==> src/rtl/reg_pair_seq.sv <==
// Register-pair transfer sequencer: turns single pair commands (copy, exchange, inc/dec,
// load, read-back) into fixed multi-cycle sequences on the register-file port.
`timescale 1ns/1ps

module reg_pair_seq (
    input  logic        clk_i,
    input  logic        rst_ni,
    input  logic        cmd_valid_i,
    output logic        cmd_ready_o,
    input  logic [2:0]  cmd_op_i,
    input  logic [2:0]  cmd_dst_i,
    input  logic [2:0]  cmd_src_i,
    input  logic        cmd_wide_i,
    input  logic [15:0] cmd_imm_i,
    output logic        done_o,
    output logic        err_o,
    output logic [15:0] rsp_data_o,
    input  logic [15:0] rf_rdata_i,
    output logic        rf_write_en_o,
    output logic [15:0] rf_data_o,
    output logic [4:0]  rf_write_sel_o,
    output logic [4:0]  rf_read_sel_o,
    output logic [1:0]  rf_ext_op_o
);

    localparam logic [2:0] OpNop  = 3'b000;
    localparam logic [2:0] OpCopy = 3'b001;
    localparam logic [2:0] OpXchg = 3'b010;
    localparam logic [2:0] OpInx  = 3'b011;
    localparam logic [2:0] OpDcx  = 3'b100;
    localparam logic [2:0] OpInx2 = 3'b101;
    localparam logic [2:0] OpLoad = 3'b110;
    localparam logic [2:0] OpRead = 3'b111;

    localparam logic [1:0] ExtNone = 2'b00;
    localparam logic [1:0] ExtInc  = 2'b01;
    localparam logic [1:0] ExtDcr  = 2'b10;
    localparam logic [1:0] ExtInc2 = 2'b11;

    localparam logic [2:0] MaxPair = 3'd5;

    typedef enum logic [2:0] {
        StIdle,
        StRdA,
        StRdB,
        StWrA,
        StWrB,
        StExt,
        StFin
    } state_e;

    state_e      state_q, state_d;
    logic        init_q;
    logic [2:0]  op_q, dst_q, src_q;
    logic        wide_q;
    logic [15:0] tmp_a_q;
    logic [15:0] rsp_q;
    logic        err_q, err_d;

    logic        rf_write_en_q, rf_write_en_d;
    logic [15:0] rf_data_q, rf_data_d;
    logic [4:0]  rf_write_sel_q, rf_write_sel_d;
    logic [4:0]  rf_read_sel_q, rf_read_sel_d;
    logic [1:0]  rf_ext_op_q, rf_ext_op_d;

    logic        accept;
    logic [2:0]  c_op, c_dst, c_src;
    logic        c_wide;
    logic        illegal;

    function automatic logic [4:0] pair_sel(input logic [2:0] pair);
        return {1'b1, pair, 1'b0};
    endfunction

    // Narrow accesses address the high (even) or low (odd) register of the pair.
    function automatic logic [4:0] reg_sel(input logic wide, input logic [2:0] pair,
                                           input logic lo);
        return wide ? {1'b1, pair, 1'b0} : {1'b0, pair, lo};
    endfunction

    assign cmd_ready_o = init_q & ((state_q == StIdle) | (state_q == StFin));
    assign accept      = cmd_valid_i & cmd_ready_o;
    assign done_o      = (state_q == StFin);
    assign err_o       = err_q;
    assign rsp_data_o  = rsp_q;

    assign rf_write_en_o  = rf_write_en_q;
    assign rf_data_o      = rf_data_q;
    assign rf_write_sel_o = rf_write_sel_q;
    assign rf_read_sel_o  = rf_read_sel_q;
    assign rf_ext_op_o    = rf_ext_op_q;

    // Command in effect: the incoming one on an accept edge, otherwise the latched one.
    always_comb begin
        c_op   = accept ? cmd_op_i   : op_q;
        c_dst  = accept ? cmd_dst_i  : dst_q;
        c_src  = accept ? cmd_src_i  : src_q;
        c_wide = accept ? cmd_wide_i : wide_q;
        illegal = (c_op != OpNop) &&
                  ((c_dst > MaxPair) ||
                   (((c_op == OpCopy) || (c_op == OpXchg)) && (c_src > MaxPair)));
    end

    always_comb begin
        state_d        = state_q;
        rf_write_en_d  = 1'b0;
        rf_data_d      = 16'h0000;
        rf_write_sel_d = 5'd0;
        rf_read_sel_d  = 5'd0;
        rf_ext_op_d    = ExtNone;

        unique case (state_q)
            StIdle, StFin: begin
                state_d = StIdle;
                if (accept) begin
                    if (illegal || (c_op == OpNop)) begin
                        state_d = StFin;
                    end else begin
                        unique case (c_op)
                            OpInx, OpDcx, OpInx2: state_d = StExt;
                            OpLoad:               state_d = StWrA;
                            default:              state_d = StRdA;
                        endcase
                    end
                end
            end
            StRdA: begin
                if (op_q == OpXchg) begin
                    state_d = StRdB;
                end else if (op_q == OpCopy) begin
                    state_d = StWrA;
                end else begin
                    state_d = StFin;
                end
            end
            StRdB:        state_d = StWrA;
            StWrA:        state_d = (op_q == OpXchg) ? StWrB : StFin;
            StWrB, StExt: state_d = StFin;
            default:      state_d = StIdle;
        endcase

        // Only legal commands ever reach FIN through a multi-cycle path.
        err_d = (state_d == StFin) ? illegal : err_q;

        // rf_* are registered, so they are derived from the state being entered.
        case (state_d)
            StRdA: begin
                if (c_op == OpRead) begin
                    rf_read_sel_d = reg_sel(c_wide, c_dst, c_src[0]);
                end else if (c_op == OpCopy) begin
                    rf_read_sel_d = pair_sel(c_src);
                end else begin
                    rf_read_sel_d = pair_sel(c_dst);
                end
            end
            StRdB: rf_read_sel_d = pair_sel(c_src);
            StWrA: begin
                rf_write_en_d = 1'b1;
                if (c_op == OpLoad) begin
                    rf_data_d      = c_wide ? cmd_imm_i : {8'h00, cmd_imm_i[7:0]};
                    rf_write_sel_d = reg_sel(c_wide, c_dst, c_src[0]);
                end else begin
                    // Read data arriving this edge (COPY src, XCHG src) goes straight to dst.
                    rf_data_d      = rf_rdata_i;
                    rf_write_sel_d = pair_sel(c_dst);
                end
            end
            StWrB: begin
                rf_write_en_d  = 1'b1;
                rf_data_d      = tmp_a_q;
                rf_write_sel_d = pair_sel(c_src);
            end
            StExt: begin
                rf_write_sel_d = pair_sel(c_dst);
                if (c_op == OpInx) begin
                    rf_ext_op_d = ExtInc;
                end else if (c_op == OpDcx) begin
                    rf_ext_op_d = ExtDcr;
                end else begin
                    rf_ext_op_d = ExtInc2;
                end
            end
            default: ;
        endcase
    end

    always_ff @(posedge clk_i or negedge rst_ni) begin
        if (!rst_ni) begin
            state_q        <= StIdle;
            init_q         <= 1'b0;
            op_q           <= OpNop;
            dst_q          <= 3'd0;
            src_q          <= 3'd0;
            wide_q         <= 1'b0;
            tmp_a_q        <= 16'h0000;
            rsp_q          <= 16'h0000;
            err_q          <= 1'b0;
            rf_write_en_q  <= 1'b0;
            rf_data_q      <= 16'h0000;
            rf_write_sel_q <= 5'd0;
            rf_read_sel_q  <= 5'd0;
            rf_ext_op_q    <= ExtNone;
        end else begin
            state_q        <= state_d;
            init_q         <= 1'b1;
            err_q          <= err_d;
            rf_write_en_q  <= rf_write_en_d;
            rf_data_q      <= rf_data_d;
            rf_write_sel_q <= rf_write_sel_d;
            rf_read_sel_q  <= rf_read_sel_d;
            rf_ext_op_q    <= rf_ext_op_d;
            if (accept) begin
                op_q   <= cmd_op_i;
                dst_q  <= cmd_dst_i;
                src_q  <= cmd_src_i;
                wide_q <= cmd_wide_i;
            end
            if (state_q == StRdA) begin
                tmp_a_q <= rf_rdata_i;
                if (op_q == OpRead) begin
                    rsp_q <= wide_q ? rf_rdata_i : {8'h00, rf_rdata_i[7:0]};
                end
            end
        end
    end

endmodule

==> config.mk <==
export PLATFORM = sky130hd
export DESIGN_NAME = reg_pair_seq
export DESIGN_NICKNAME = d
export VERILOG_FILES = /design/src/rtl/reg_pair_seq.sv
export SDC_FILE = /design/constraint.sdc
export NUM_CORES = 1
export LEC_CHECK = 0
export CAP_MARGIN = 30
export CORE_UTILIZATION = 48
export CTS_BUF_LIST = sky130_fd_sc_hd__clkbuf_8
export CTS_CLUSTER_SIZE = 14
export DETAILED_ROUTE_END_ITERATION = 12
export GPL_TIMING_DRIVEN = 0
export PLACE_DENSITY = 0.79
export SLEW_MARGIN = 25
export SYNTH_ARGS = -nofsm -noshare
export SYNTH_HDL_FRONTEND = slang
export SYNTH_SLANG_ARGS = --single-unit
export TNS_END_PERCENT = 20
==> constraint.sdc <==
create_clock -name clk_i -period 3.45 [get_ports clk_i]
set_input_delay 1.035 -clock clk_i [delete_from_list [all_inputs] [get_ports clk_i]]
set_output_delay 1.035 -clock clk_i [all_outputs]
set_load 0.01 [all_outputs]
==> results.md, run 1 <==
- Ys Warns: 0
- Worst r2r dst: rf_data_o[11]$_DFF_PN0_
- Endpoints failing hold: 0
- Vias in the first global route: 2629
- Num CTS Buffers: 9
- RD Place Congestion: about 0.89
- Synth Net Count: roughly 360
- Maximum VDD drop: ~340 uV
- Crit path max fanout: 10
- Leak: approximately 0.0021 uW
- Final min period: about 3.1 ns
- CP Launch Type: input pin
- N_diodes: 0
- Headroom to the max-slew limit: 0.501
- Post-CTS setup buffer count: 0
- Worst setup startpoint: cmd_op_i[0]
- Nets@finish: roughly 460
- Total core area: about 7000 sq um
- Drt pass-1 iters: 4
- Die Y: between 80 and 90 um
- Wire per inst: about 16 um
- Max-cap violations: 0
- Reg2Reg Depth: 8
- Worst R2R Start: op_q[0]$_DFF_PN0_
- CP Cell Sequence: clkdlybuf4s50_1 > nand3b_1 > a21oi_1 > nor3_1 > o22ai_1 > nor3b_4 > buf_6 > o2bb2ai_2
- Fillers: 573
- Starting density of the core: 0.493
- Fin cells: just over 500
- Syn Inst Count: between 300 and 400
- I/O Buffers: just over 90
- Least-Margin Pin Slew: 0.745 ns
- Htree depth: 3
- Synth-to-Final Area Change: 34.9%
- Sink Count: between 70 and 80
- CP peak stage delay: ~0.54 ns
- Avg Inst Size Synth: approximately 11 sq um
- Status: finished clean
- Clk_lat worst skew: about 0.34 ns
- FFs w/ async S/R, synth: 1.00
- Sequential Area: ~1900 sq um
- Final period utilization: 0.912
- Commonest non-fill, non-tap cells in the layout: 90 x clkdlybuf4s50_1, 76 x dfrtp_1, 69 x nand2_1
- Critical Path RT: about 3.7 ns
- Placed Area: about 4600 sq um
- Synthesized flop and latch total: 76
- CTS Root Buffer Type: clkbuf_8
- PostCTS Resize Cnt: 0
- Worst-path clk slew: 0.07 ns
- Seq/Total Area, Yosys: 0.534
- CTS tree: done
- Worst Hold Class: flip-flop to flip-flop
- Die X: between 80 and 90 um
- 1st-iter DRT viols: 205
- Syn Std Cell Area: roughly 3600 sq um
- RSZ-0062 raised after global routing: no
- Synth Flop Type: dfrtp_1
- Commonest non-fill, non-tap cell in the layout: clkdlybuf4s50_1
- Count of cell types in the netlist: between 50 and 60
- Routed Antenna Nets: 0
- Layout cells sized above 1: 0.170
- Final Setup Violations: 0
- DRC violations left: 0
- Final instance area: just under 5000 sq um
- Vias per Instance: between 5 and 6
- CP max stage cell: nor3b_4
- Area of the die: between 7000 and 8000 sq um
- Cell row count: 31
- Critical Path End: rf_data_o[11]$_DFF_PN0_
- Inst Count DP: approximately 500
- Final WL: 8300 um
- Clock Skew: approximately 0.013 ns
- GR Overflow Total: 0
- Initial antenna violation count: 0
- Pin count of the biggest net entering global routing: slightly below 50
- Fmax achieved: approximately 320 MHz
- Vias: between 2000 and 3000
- Pwr/cell area: around 820 nW/um^2
- Multi-input logic area: between 1500 and 2000 sq um
- Ports: just over 90
- Worst R2R Setup Slack: roughly 1 ns
- CTS Buffer Depth: 2
- GRT Overall Usage: 0.227
- Post-synth EDFFs: 0
- Crit path DAT: ~3.4 ns
- Setup Crit Path Kind: input pin to flip-flop
- Hold buffer count at cts: 0
- Slew Limit Fails: 0
- DP Wirelength: roughly 6000 um
- First-pass GRT wire length: between 10000 and 15000 um
- CP Capture Type: flip-flop
-- area by class of cell --
class	instances	share of cell area
buffer	18	0.0219
inverter	7	0.00599
timing repair buffer	92	0.195
clock inverter	6	0.0120
tap	99	0.0258
clock buffer	9	0.0258
multi-input combinational	210	0.317
sequential	76	0.396
-- metal layers --
| layer | routed length, um | vias up | global-route usage |
|---|---|---|---|
| li1 | - | 1307 | - |
| met1 | 3480 | 1313 | 0.298 |
| met2 | 4130 | 101 | 0.374 |
| met3 | 516 | 19 | 0.0500 |
| met4 | 167 | 0 | 0.0762 |
| met5 | 0 | - | 0 |
-- worst min path at each step --
stage | end | cells past startpoint | from
2_1_floorplan | rf_data_o[0]$_DFF_PN0_ | 1 | tmp_a_q[0]$_DFFE_PN0P_
3_3_place_gp | rsp_data_o[15]$_DFFE_PN0P_ | 2 | rsp_data_o[15]$_DFFE_PN0P_
3_5_place_dp | rsp_data_o[9]$_DFFE_PN0P_ | 2 | rsp_data_o[9]$_DFFE_PN0P_
4_1_cts | rsp_data_o[9]$_DFFE_PN0P_ | 2 | rsp_data_o[9]$_DFFE_PN0P_
5_1_grt | rsp_data_o[9]$_DFFE_PN0P_ | 2 | rsp_data_o[9]$_DFFE_PN0P_
6_report | rsp_data_o[10]$_DFFE_PN0P_ | 2 | rsp_data_o[10]$_DFFE_PN0P_
-- state kept, by name (all words and copies together), names as in the netlist --
name            flops
err_o               1
wide_q              1
tmp_a_q            16
init_q              1
op_q                3
state_q             3
src_q               3
dst_q               3
rf_data_o          16
rsp_data_o         16
rf_write_en_o       1
rf_read_sel_o       5
rf_write_sel_o      5
rf_ext_op_o         2
-- metrics by stage --
| step | power, uW | setup slack, ns | TNS [ns] | hold WS (ns) | utilization |
|---|---|---|---|---|---|
| floorplan | 2650 | 0.940 | 0 | 0.452 | - |
| global placement | 3240 | -1.16 | -87.83 | 0.450 | 0.637 |
| detailed placement | 3310 | -0.0136 | -0.0320 | 0.455 | 0.640 |
| CTS | 3950 | 0.295 | 0 | 0.473 | 0.665 |
| global route | 4170 | 0.108 | 0 | 0.489 | 0.665 |
| finish | 3940 | 0.302 | 0 | 0.467 | 0.665 |
-- synthesized netlist by cell type, types with 4 or more instances --
master     number  area, sq um
a22oi_1         8         60.1
o2bb2ai_2      10          150
nand2_1        69          259
clkbuf_1        5         18.8
nand3_1         9         45.0
buf_2           8         40.0
inv_1           6         22.5
o2bb2ai_1       7         61.3
a21oi_1         7         35.0
o21ai_0         4         20.0
mux2_2         17          191
nand3b_1        4         30.0
mux2i_1        16          160
nor2_1          7         26.3
dfrtp_1        76         1900
-- power breakdown --
part / internal, uW / switching [uW] / total, uW
Clock: 325 / 315 / 640
Combinational: 923 / 1040 / 1970
Sequential: 1200 / 139 / 1340
-- cells by family after synthesis --
family	share of synthesized area
AND/OR/NAND/NOR	0.160
other	0.00105
XOR/XNOR	0.0172
flip-flops	0.534
AO/OA/AOI/OAI	0.151
buffers and inverters	0.0376
multiplexers	0.0988
-- worst max-delay path: cells and delay by family --
| kind | cells | cell delay, ns |
|---|---|---|
| AOI/OAI and AO/OA | 3 | 0.75 |
| and+or+nand+nor | 3 | 0.86 |
| buffers and inverters | 2 | 0.75 |
Power figures use the tool's default switching activity.
==> run 2, diff against run 1 <==
--- a/config.mk
+++ b/config.mk
@@ -5,6 +5,7 @@
 export SDC_FILE = /design/constraint.sdc
 export NUM_CORES = 1
 export LEC_CHECK = 0
+export ABC_AREA = 1
 export CAP_MARGIN = 30
 export CORE_UTILIZATION = 48
 export CTS_BUF_LIST = sky130_fd_sc_hd__clkbuf_8
==> results.md, run 2 <==
- Pwr/cell area: 868 nW/um^2 (+5.7%)
- Post-Place Setup Slack: 0.0206 ns (+0.0342 ns)
- Top cells by count, synth: 131 x nand2_1, 76 x dfrtp_1, 31 x inv_1
- Ports: 93 (unchanged)
- Post-synth EDFFs: 0 (unchanged)
- Vias: 3043 (+11%)
- Vias in the first global route: 2944 (+12%)
- Clock power frac: 0.145 (-0.017)
- Vias per Instance: 5.05 (-4.6%)
- Placed Area: 4570 sq um (-1.1%)
- Least-Margin Pin Slew: 0.731 ns (-0.0137 ns)
- RD Place Congestion: 0.841 (-5.4%)
- Clk_lat worst skew: 0.35 ns (about the same)
- CP Capture Type: flip-flop
- Setup Crit Path Kind: input pin to flip-flop
- Final period utilization: 0.889 (-0.0238)
- DP Wirelength: 6080 um (+1.0%)
- Leak: 0.00226 uW (+7.9%)
- Worst setup margin: 0.384 ns (+0.0821 ns)
- Final Setup Violations: 0 (unchanged)
- Syn Inst Count: 397 (+28%)
- Initial antenna violation count: 0 (unchanged)
- Fmax achieved: 326 MHz (+2.7%)
- Hold buffer count at cts: 0 (unchanged)
- Endpoints failing hold: 0 (unchanged)
- 1st-iter DRT viols: 128 (-38%)
- Wire per inst: 13.9 um (-13%)
- Slew Limit Fails: 0 (unchanged)
- Pint: 2340 uW (-4.3%)
- Commonest non-fill, non-tap cell in the layout: nand2_1
- Final instance area: 4740 sq um (-1.3%)
- Commonest non-fill, non-tap cells in the layout: 131 x nand2_1, 91 x clkdlybuf4s50_1, 76 x dfrtp_1
- Critical Path RT: 3.68 ns (-0.03 ns)
- Yosys top cell by area: dfrtp_1
- Pin count of the biggest net entering global routing: 50 (+2.0%)
- CP Launch Type: input pin
- First-pass GRT wire length: 13700 um (+4.8%)
- CTS tree: done
- Die X: 87.4 um (-0.79%)
- Net Sw Frac: 0.431 (+0.0514)
- CTS Root Buffer Type: clkbuf_8
- Max-cap violations: 0 (unchanged)
- Sequential Area: 1900 sq um (unchanged)
- Htree depth: 3 (unchanged)
- Final min period: 3.07 ns (-0.0821 ns)
- DRC violations left: 0 (unchanged)
- N_diodes: 0 (unchanged)
- Layout cells sized above 1: 0.134 (-0.0355)
- Synth-to-Final Area Change: 35.3%
- GR Overflow Total: 0 (unchanged)
- Post-CTS setup buffer count: 0 (unchanged)
- Fillers: 577 (+0.70%)
- Routed Antenna Nets: 0 (unchanged)
- Final WL: 8370 um (+0.92%)
- Crit path DAT: 3.30 ns (-0.11 ns)
- Ys Warns: 0 (unchanged)
- Combinational share of power: 0.511 (+0.012)
- Synthesized flop and latch total: 76 (unchanged)
- Drt pass-1 iters: 4 (unchanged)
- Setup TNS Final: 0 ns (unchanged)
- Seq/Total Area, Yosys: 0.543 (+0.00878)
- Most instantiated library cell after synthesis: nand2_1
- Worst-path clk slew: 0.08 ns (about the same)
- I/O Buffers: 92 (+1.1%)
- Num CTS Buffers: 9 (unchanged)
- Syn Std Cell Area: 3500 sq um (-1.6%)
- Power Total: 4110 uW (+4.3%)
- Sw Pwr: 1770 uW (+18%)
- Sink Count: 76 (unchanged)
- Avg Inst Size Synth: 8.82 sq um (-23%)
- Seq pwr share: 0.345 (+0.006)
- GRT Overall Usage: 0.239 (+0.0126)
- Nets@finish: 546 (+19%)
- Cell row count: 30 (-3.2%)
- Maximum VDD drop: 403 uV (+20%)
- FFs w/ async S/R, synth: 1.00 (unchanged)
- Total core area: 6910 sq um (-4.3%)
- Worst Hold Class: flip-flop to flip-flop
- RSZ-0062 raised after global routing: no
- Synth area leaders: dfrtp_1 54%, nand2_1 14%, nand2_2 4.1%
- Headroom to the max-slew limit: 0.510 (+0.00865)
- Die Y: 87.4 um (-0.79%)
- Starting density of the core: 0.507 (+0.0137)
- Count of cell types in the netlist: 35 (-38%)
- Synth Net Count: 442 (+24%)
- Synth Flop Type: dfrtp_1
- Multi-input logic area: 1380 sq um (-9.2%)
- Crit path max fanout: 10 (unchanged)
- Share of the synthesized area in the top cell type: 0.543 (+0.00878)
- Area of the die: 7640 sq um (-1.6%)
- Status: finished clean
- Clock Skew: 0.00853 ns (-0.00416 ns)
- CTS Buffer Depth: 2 (unchanged)
- PostCTS Resize Cnt: 0 (unchanged)
run 2: cell families after synthesis:
kind of cell | synth area share
other | 0.00107
DFF | 0.543
and+or+nand+nor | 0.296
buffers and inverters | 0.0618
AOI/OAI and AO/OA | 0.0983
run 2: critical path, stage by stage:
cell and delay (ns):
clkdlybuf4s50_1 0.60, nand4_4 0.16, nand2_1 0.08, nand2_1 0.15, nor2_2 0.19, nand2_1 0.18, nand4_1 0.19, nand2_4 0.13
nand2_1 0.16, inv_1 0.07, buf_2 0.19, nand2_1 0.08, nand3_1 0.07
run 2: power groups by stage:
stage / combinational [uW] / clock (uW) / sequential (uW)
after CTS: 2100 / 600 / 1420
after global routing: 2330 / 645 / 1450
final: 2100 / 596 / 1420
after detailed placement: 2090 / 0 / 1420
after global placement: 2030 / 0 / 1420
after floorplan: 1270 / 0 / 1490
run 2: cell type report:
| cell class | count | share of cell area |
|---|---|---|
| repair buffers | 93 | 0.200 |
| clock inverters | 6 | 0.00687 |
| well taps | 96 | 0.0253 |
| multi-input cells | 271 | 0.292 |
| clock buffers | 10 | 0.0290 |
| plain buffers | 13 | 0.0161 |
| flip-flops and latches | 76 | 0.401 |
| inverters | 37 | 0.0296 |
run 2: path summary, 6_finish.rpt:
path | startpoint | depth (start not counted) | slack, ns | end
min in group asynchronous | rst_ni | 1 | 0.59 | dst_q[2]$_DFF_PN0_
worst max-delay path | cmd_valid_i | 13 | 0.38 | rf_write_sel_o[3]$_DFF_PN0_
max in group asynchronous | rst_ni | 2 | 2.31 | rf_data_o[3]$_DFF_PN0_
worst max register to register | state_q[1]$_DFF_PN0_ | 5 | 0.56 | rsp_data_o[6]$_DFFE_PN0P_
worst min-delay path | tmp_a_q[15]$_DFFE_PN0P_ | 2 | 0.47 | rf_data_o[15]$_DFF_PN0_
worst min register to register | tmp_a_q[15]$_DFFE_PN0P_ | 2 | 0.47 | rf_data_o[15]$_DFF_PN0_
run 2: metal layers:
metal | wire length, um | track usage | part of all wire
met3 | 537 | 0.0531 | 0.064
met4 | 168 | 0.116 | 0.020
met1 | 3620 | 0.310 | 0.43
met2 | 4050 | 0.381 | 0.48
met5 | 0 | 0 | 0
run 2: stage by stage:
step,hold WS [ns],util,std cells
after CTS,0.475,0.686,602
after global placement,0.451,0.658,585
after floorplan,0.442,-,397
final,0.466,0.686,602
after global routing,0.498,0.686,602
after detailed placement,0.458,0.661,586
==> RTL change 1 (flow settings as in run 1) <==
The 7 states of `state_e` get a one-hot encoding in 7 bits.
--- a/src/rtl/reg_pair_seq.sv
+++ b/src/rtl/reg_pair_seq.sv
@@ -41,10 +41,10 @@
 
-    typedef enum logic [2:0] {
-        StIdle,
-        StRdA,
-        StRdB,
-        StWrA,
-        StWrB,
-        StExt,
-        StFin
+    typedef enum logic [6:0] {
+        StIdle = 7'b0000001,
+        StRdA  = 7'b0000010,
+        StRdB  = 7'b0000100,
+        StWrA  = 7'b0001000,
+        StWrB  = 7'b0010000,
+        StExt  = 7'b0100000,
+        StFin  = 7'b1000000
     } state_e;
Formal check against the unedited RTL: no difference found for any inputs over 10 cycles, from zero or initial values and one cycle with rst_ni low; not proved beyond that.
==> RTL change 1 against run 1 <==
Core utilization rose by 2.8 points; final area is 0.81% higher; synthesized area shrank 0.35%; cell count grew 1.2%; critical endpoint is now rf_data_o[8]$_DFF_PN0_; hold slack gained 27 ps; via count increased by 1.8%; sequential cell count is 4 higher; synthesized cell count grew 2.6%; clock skew down 5.9 ps; setup slack worse by 110 ps; routed wire length increased by 1.6%.
Power is not compared: it rests on default switching activity, and its combinational part moved more than twofold at a synthesized area within 25%.
==> RTL change 1: results (changes against run 1) <==
1st-iter DRT viols: 115 (was 205)
Yosys cell types: 53 (was 56)
Crit path DAT: 3550 ps (was 3410 ps)
R2R Path Start: state_q[6]$_DFF_PN0_ (was op_q[0]$_DFF_PN0_)
Clk_skew: 6.81 ps (was 12.7 ps)
Final wirelength: 8430 um (was 8300 um)
Dpl hpwl: 6120 um (was 6020 um)
Worst r2r dst: rsp_data_o[4]$_DFFE_PN0P_ (was rf_data_o[11]$_DFF_PN0_)
Vias per inst: 5.33 (was 5.30)
WL met1: 3640 um (was 3480 um)
Complex-gate fraction of the synthesized area: 11.2% (was 15.1%)
R2r setup slk: 830 ps (was 1030 ps)
Area contributors post-synth: dfrtp_1 56%, mux2_2 6.3%, mux2i_1 4.8%, o21ai_0 3.4%, inv_1 2.9% (was dfrtp_1 53%, nand2_1 7.3%, mux2_2 5.4%, mux2i_1 4.5%, o2bb2ai_2 4.2%)
Syn avg cell area: 11.1 um2 (was 11.4 um2)
Met1 Use GR: 30.5% (was 29.8%)
Global-route wire length before repair: 13,400 um (was 13,100 um)
Met2 Use GR: 37.6% (was 37.4%)
Adder-Cell Fraction of Synth Area: 0.282% (was 0%)
Layout cells sized above 1: 12.6% (was 17.0%)
Tot GR Track Use: 23.4% (was 22.7%)
Final nets: 467 (was 459)
R2R cell count: 7 (was 8)
Slowest cell on crit path: nor4bb_1 (was nor3b_4)
Crit path launch: cmd_valid_i (was cmd_op_i[0])
Hold_sp: tmp_a_q[1]$_DFFE_PN0P_ (was rsp_data_o[10]$_DFFE_PN0P_)
Post-Place Cells: 507 (was 502)
Met3 WL post-DR: 549 um (was 516 um)
Routability Congestion: 0.866 (was 0.889)
Run status: completed (unchanged)
Area share of xor/xnor cells in the synthesized design: 0.741% (was 1.72%)
Capture point of the worst path: rf_data_o[8]$_DFF_PN0_ (was rf_data_o[11]$_DFF_PN0_)
Actual slew at the worst max-slew pin: 824 ps (was 745 ps)
GRT met3 Usage: 5.18% (was 5.00%)
Register area share after synthesis: 56.5% (was 53.4%)
Fill cell count: 547 (was 573)
Most instantiated cells after synthesis: 79 x dfrtp_1, 27 x inv_1, 27 x nand2_1 (was 76 x dfrtp_1, 69 x nand2_1, 17 x mux2_2)
Vias in the first global route: 2,752 (was 2,629)
CP Max Fanout: 7 (was 10)
RTL change 1: cell count changes after synthesis, moves of 4 or more:
cell       delta
a22oi_1       -8
inv_1        +21
a221o_1       +7
mux2_1        +4
o2bb2ai_1     -7
nor2_1        +6
o21ai_0      +20
nand2_1      -42
o2bb2ai_2    -10
RTL change 1: kinds of logic (layout without fill, tap and decap cells):
group	count (synthesis)	count (layout)
buffers and inverters	44	152
flip-flops	80	80
other	1	1
AO/OA/AOI/OAI	61	61
adder cells (fa/ha/maj)	1	1
AND/OR/NAND/NOR	88	88
multiplexers	41	41
XOR/XNOR	3	3
RTL change 1: tightest hold or removal path, cell delays in order, from the launching register on:
cell	delay (ps)
dfrtp_1	350
nand2_1	40
o21ai_0	70
RTL change 1: layout make-up:
| class | instances | share of cell area, % |
|---|---|---|
| inverters | 28 | 2.17 |
| plain buffers | 16 | 1.73 |
| multi-input cells | 195 | 28.1 |
| clock inverters | 5 | 1.81 |
| well taps | 96 | 2.48 |
| flip-flops and latches | 80 | 41.4 |
| clock buffers | 11 | 3.13 |
| repair buffers | 92 | 19.2 |
RTL change 1: metrics by stage:
| stage | hold slack (ps) | instance area, um2 | TNS (ps) | worst slack, ps |
|---|---|---|---|---|
| detailed placement | 466 | 4600 | -336 | -78.9 |
| global route | 518 | 4840 | 0 | 65.4 |
| finish | 494 | 4840 | 0 | 190 |
| global placement | 458 | 4580 | -107840 | -1360 |
| floorplan | 446 | 3550 | 0 | 846 |
| CTS | 486 | 4830 | 0 | 111 |
RTL change 1: what timing repair did:
item | 4_1_cts | 5_1_grt
buffers inserted | 0 | 0
resized for setup | 0 | 1
setup endpoints to repair | 0 | 1
==> RTL change 2 (flow settings as in run 1) <==
Without the edit above. Take the reset off `rf_data_q` and load it in a clocked block of its own.
--- a/src/rtl/reg_pair_seq.sv
+++ b/src/rtl/reg_pair_seq.sv
@@ -198,3 +198,2 @@
             rf_write_en_q  <= 1'b0;
-            rf_data_q      <= 16'h0000;
             rf_write_sel_q <= 5'd0;
@@ -207,3 +206,2 @@
             rf_write_en_q  <= rf_write_en_d;
-            rf_data_q      <= rf_data_d;
             rf_write_sel_q <= rf_write_sel_d;
@@ -226,2 +224,6 @@
 
+    always_ff @(posedge clk_i) begin
+        rf_data_q <= rf_data_d;
+    end
+
 endmodule
Formal check against the unedited RTL: differs if rst_ni is asserted again (counterexample within 4 cycles, from zero or initial values and one cycle with rst_ni low); with rst_ni held inactive, the same outputs for 10 cycles.
==> RTL change 2 against run 1 <==
Final area shrank 1.7%; setup slack better by 110 ps; routed wire length is 0.12% lower; sequential cell count is the same; total power hardly changed; synthesized area down 2.2%; die area is 2.2% lower; maximum frequency up 3.5%; largest cell class unchanged.
==> RTL change 2: results (changes against run 1) <==
Run status: completed (unchanged)
Setup WS pre-CTS: 11.3 ps (was -13.6 ps)
1st-iter DRT viols: 125 (was 205)
Pre-Repair DR Iteration Count: 4 (unchanged)
Area contributors post-synth: dfrtp_1 43%, dfxtp_1 9.2%, nand2_1 7.4%, mux2_2 5.5%, mux2i_1 4.6% (was dfrtp_1 53%, nand2_1 7.3%, mux2_2 5.4%, mux2i_1 4.5%, o2bb2ai_2 4.2%)
Met1 Use GR: 31.5% (was 29.8%)
Register area share after synthesis: 52.4% (was 53.4%)
R2R Path Start: state_q[2]$_DFF_PN0_ (was op_q[0]$_DFF_PN0_)
Final wirelength: 8290 um (was 8300 um)
Antenna violations before repair: 0 (unchanged)
Async S/R FF share, synth: 78.9% (was 100%)
Non-clock buffer share: 21.9% (was 21.7%)
Fill cell count: 559 (was 573)
Final min period: 3040 ps (was 3150 ps)
CP Max Fanout: 10 (unchanged)
Met3 WL post-DR: 411 um (was 516 um)
Hold_ws: 467 ps (about the same)
Hold_sp: rsp_data_o[9]$_DFFE_PN0P_ (was rsp_data_o[10]$_DFFE_PN0P_)
Routability Congestion: 0.856 (was 0.889)
Maximum clock insertion buffer count: 2 (unchanged)
Mapped cell area: 3480 um2 (was 3560 um2)
TritonCTS buffer count: 9 (unchanged)
Lkg Pwr: 2.00 nW (was 2.10 nW)
DR vias: 2,718 (was 2,740)
Most instantiated cells after synthesis: 69 x nand2_1, 60 x dfrtp_1, 17 x mux2_2 (was 76 x dfrtp_1, 69 x nand2_1, 17 x mux2_2)
WL met1: 3540 um (was 3480 um)
WHS Endpoint: rsp_data_o[9]$_DFFE_PN0P_ (was rsp_data_o[10]$_DFFE_PN0P_)
Inverters: 7 (unchanged)
Post-CTS setup buffer count: 0 (unchanged)
Vias in the first global route: 2,728 (was 2,629)
Layout cells sized above 1: 17.2% (was 17.0%)
Global-route wire length before repair: 13,500 um (was 13,100 um)
FF+latch area: 1820 um2 (was 1900 um2)
Capture point of the worst path: rf_data_o[3]$_DFF_P_ (was rf_data_o[11]$_DFF_PN0_)
Hold depth: 2 (unchanged)
Clk_skew: 9.87 ps (was 12.7 ps)
Tot GR Track Use: 23.6% (was 22.7%)
Final std cells w/o fill: 515 (was 517)
ClkCell Share: 4.06% (was 3.78%)
Final nets: 459 (unchanged)
Post-Place Cells: 499 (was 502)
Crit path DAT: 3330 ps (was 3410 ps)
Synth-to-Final Area Change: 35.6% (was 34.9%)
Max transition margin: 51.5% (was 50.1%)
Dpl hpwl: 6080 um (was 6020 um)
Multi-input logic portion of the cell area: 32.3% (was 31.7%)
Met2 Use GR: 38.3% (was 37.4%)
GRT met3 Usage: 4.08% (was 5.00%)
Yosys cell types: 57 (was 56)
Syn_nets: 356 (unchanged)
WL met2: 4230 um (was 4130 um)
Clk slew on worst S/H paths: 80 ps
VDD IR max: 0.347 mV (was 0.336 mV)
Worst r2r dst: rf_data_o[10]$_DFF_P_ (was rf_data_o[11]$_DFF_PN0_)
Post-DP Area: 4530 um2 (was 4620 um2)
Largest net degree at the start of global routing: 33 (was 49)
[RTL change 2: cell types whose count changed after synthesis, sizes merged]
| cell | delta |
|---|---|
| dfrtp | -16 |
| dfxtp | +16 |
[RTL change 2: logic make-up (layout without fill, tap and decap cells)]
kind of cell | Yosys count | in the layout | share of synthesized area, %
muxes | 33 | 33 | 10.1
DFF | 76 | 76 | 52.4
AOI/OAI and AO/OA | 57 | 57 | 15.4
buffers and inverters | 25 | 133 | 3.85
and+or+nand+nor | 115 | 115 | 16.4
other | 1 | 1 | 0.108
xor gates and xnor gates | 4 | 4 | 1.76
[RTL change 2: critical path, stage by stage]
cell	delay [ps]
clkdlybuf4s50_1	520
nand3b_1	260
a211oi_1	450
o32ai_4	250
nor3b_4	440
buf_6	250
o2bb2ai_2	110
[RTL change 2: report_power, final]
part | total, mW | switching, mW | internal [mW]
clock network | 0.665 | 0.334 | 0.331
logic | 1.94 | 1.01 | 0.922
registers | 1.34 | 0.144 | 1.20
total | 3.94 | 1.49 | 2.45
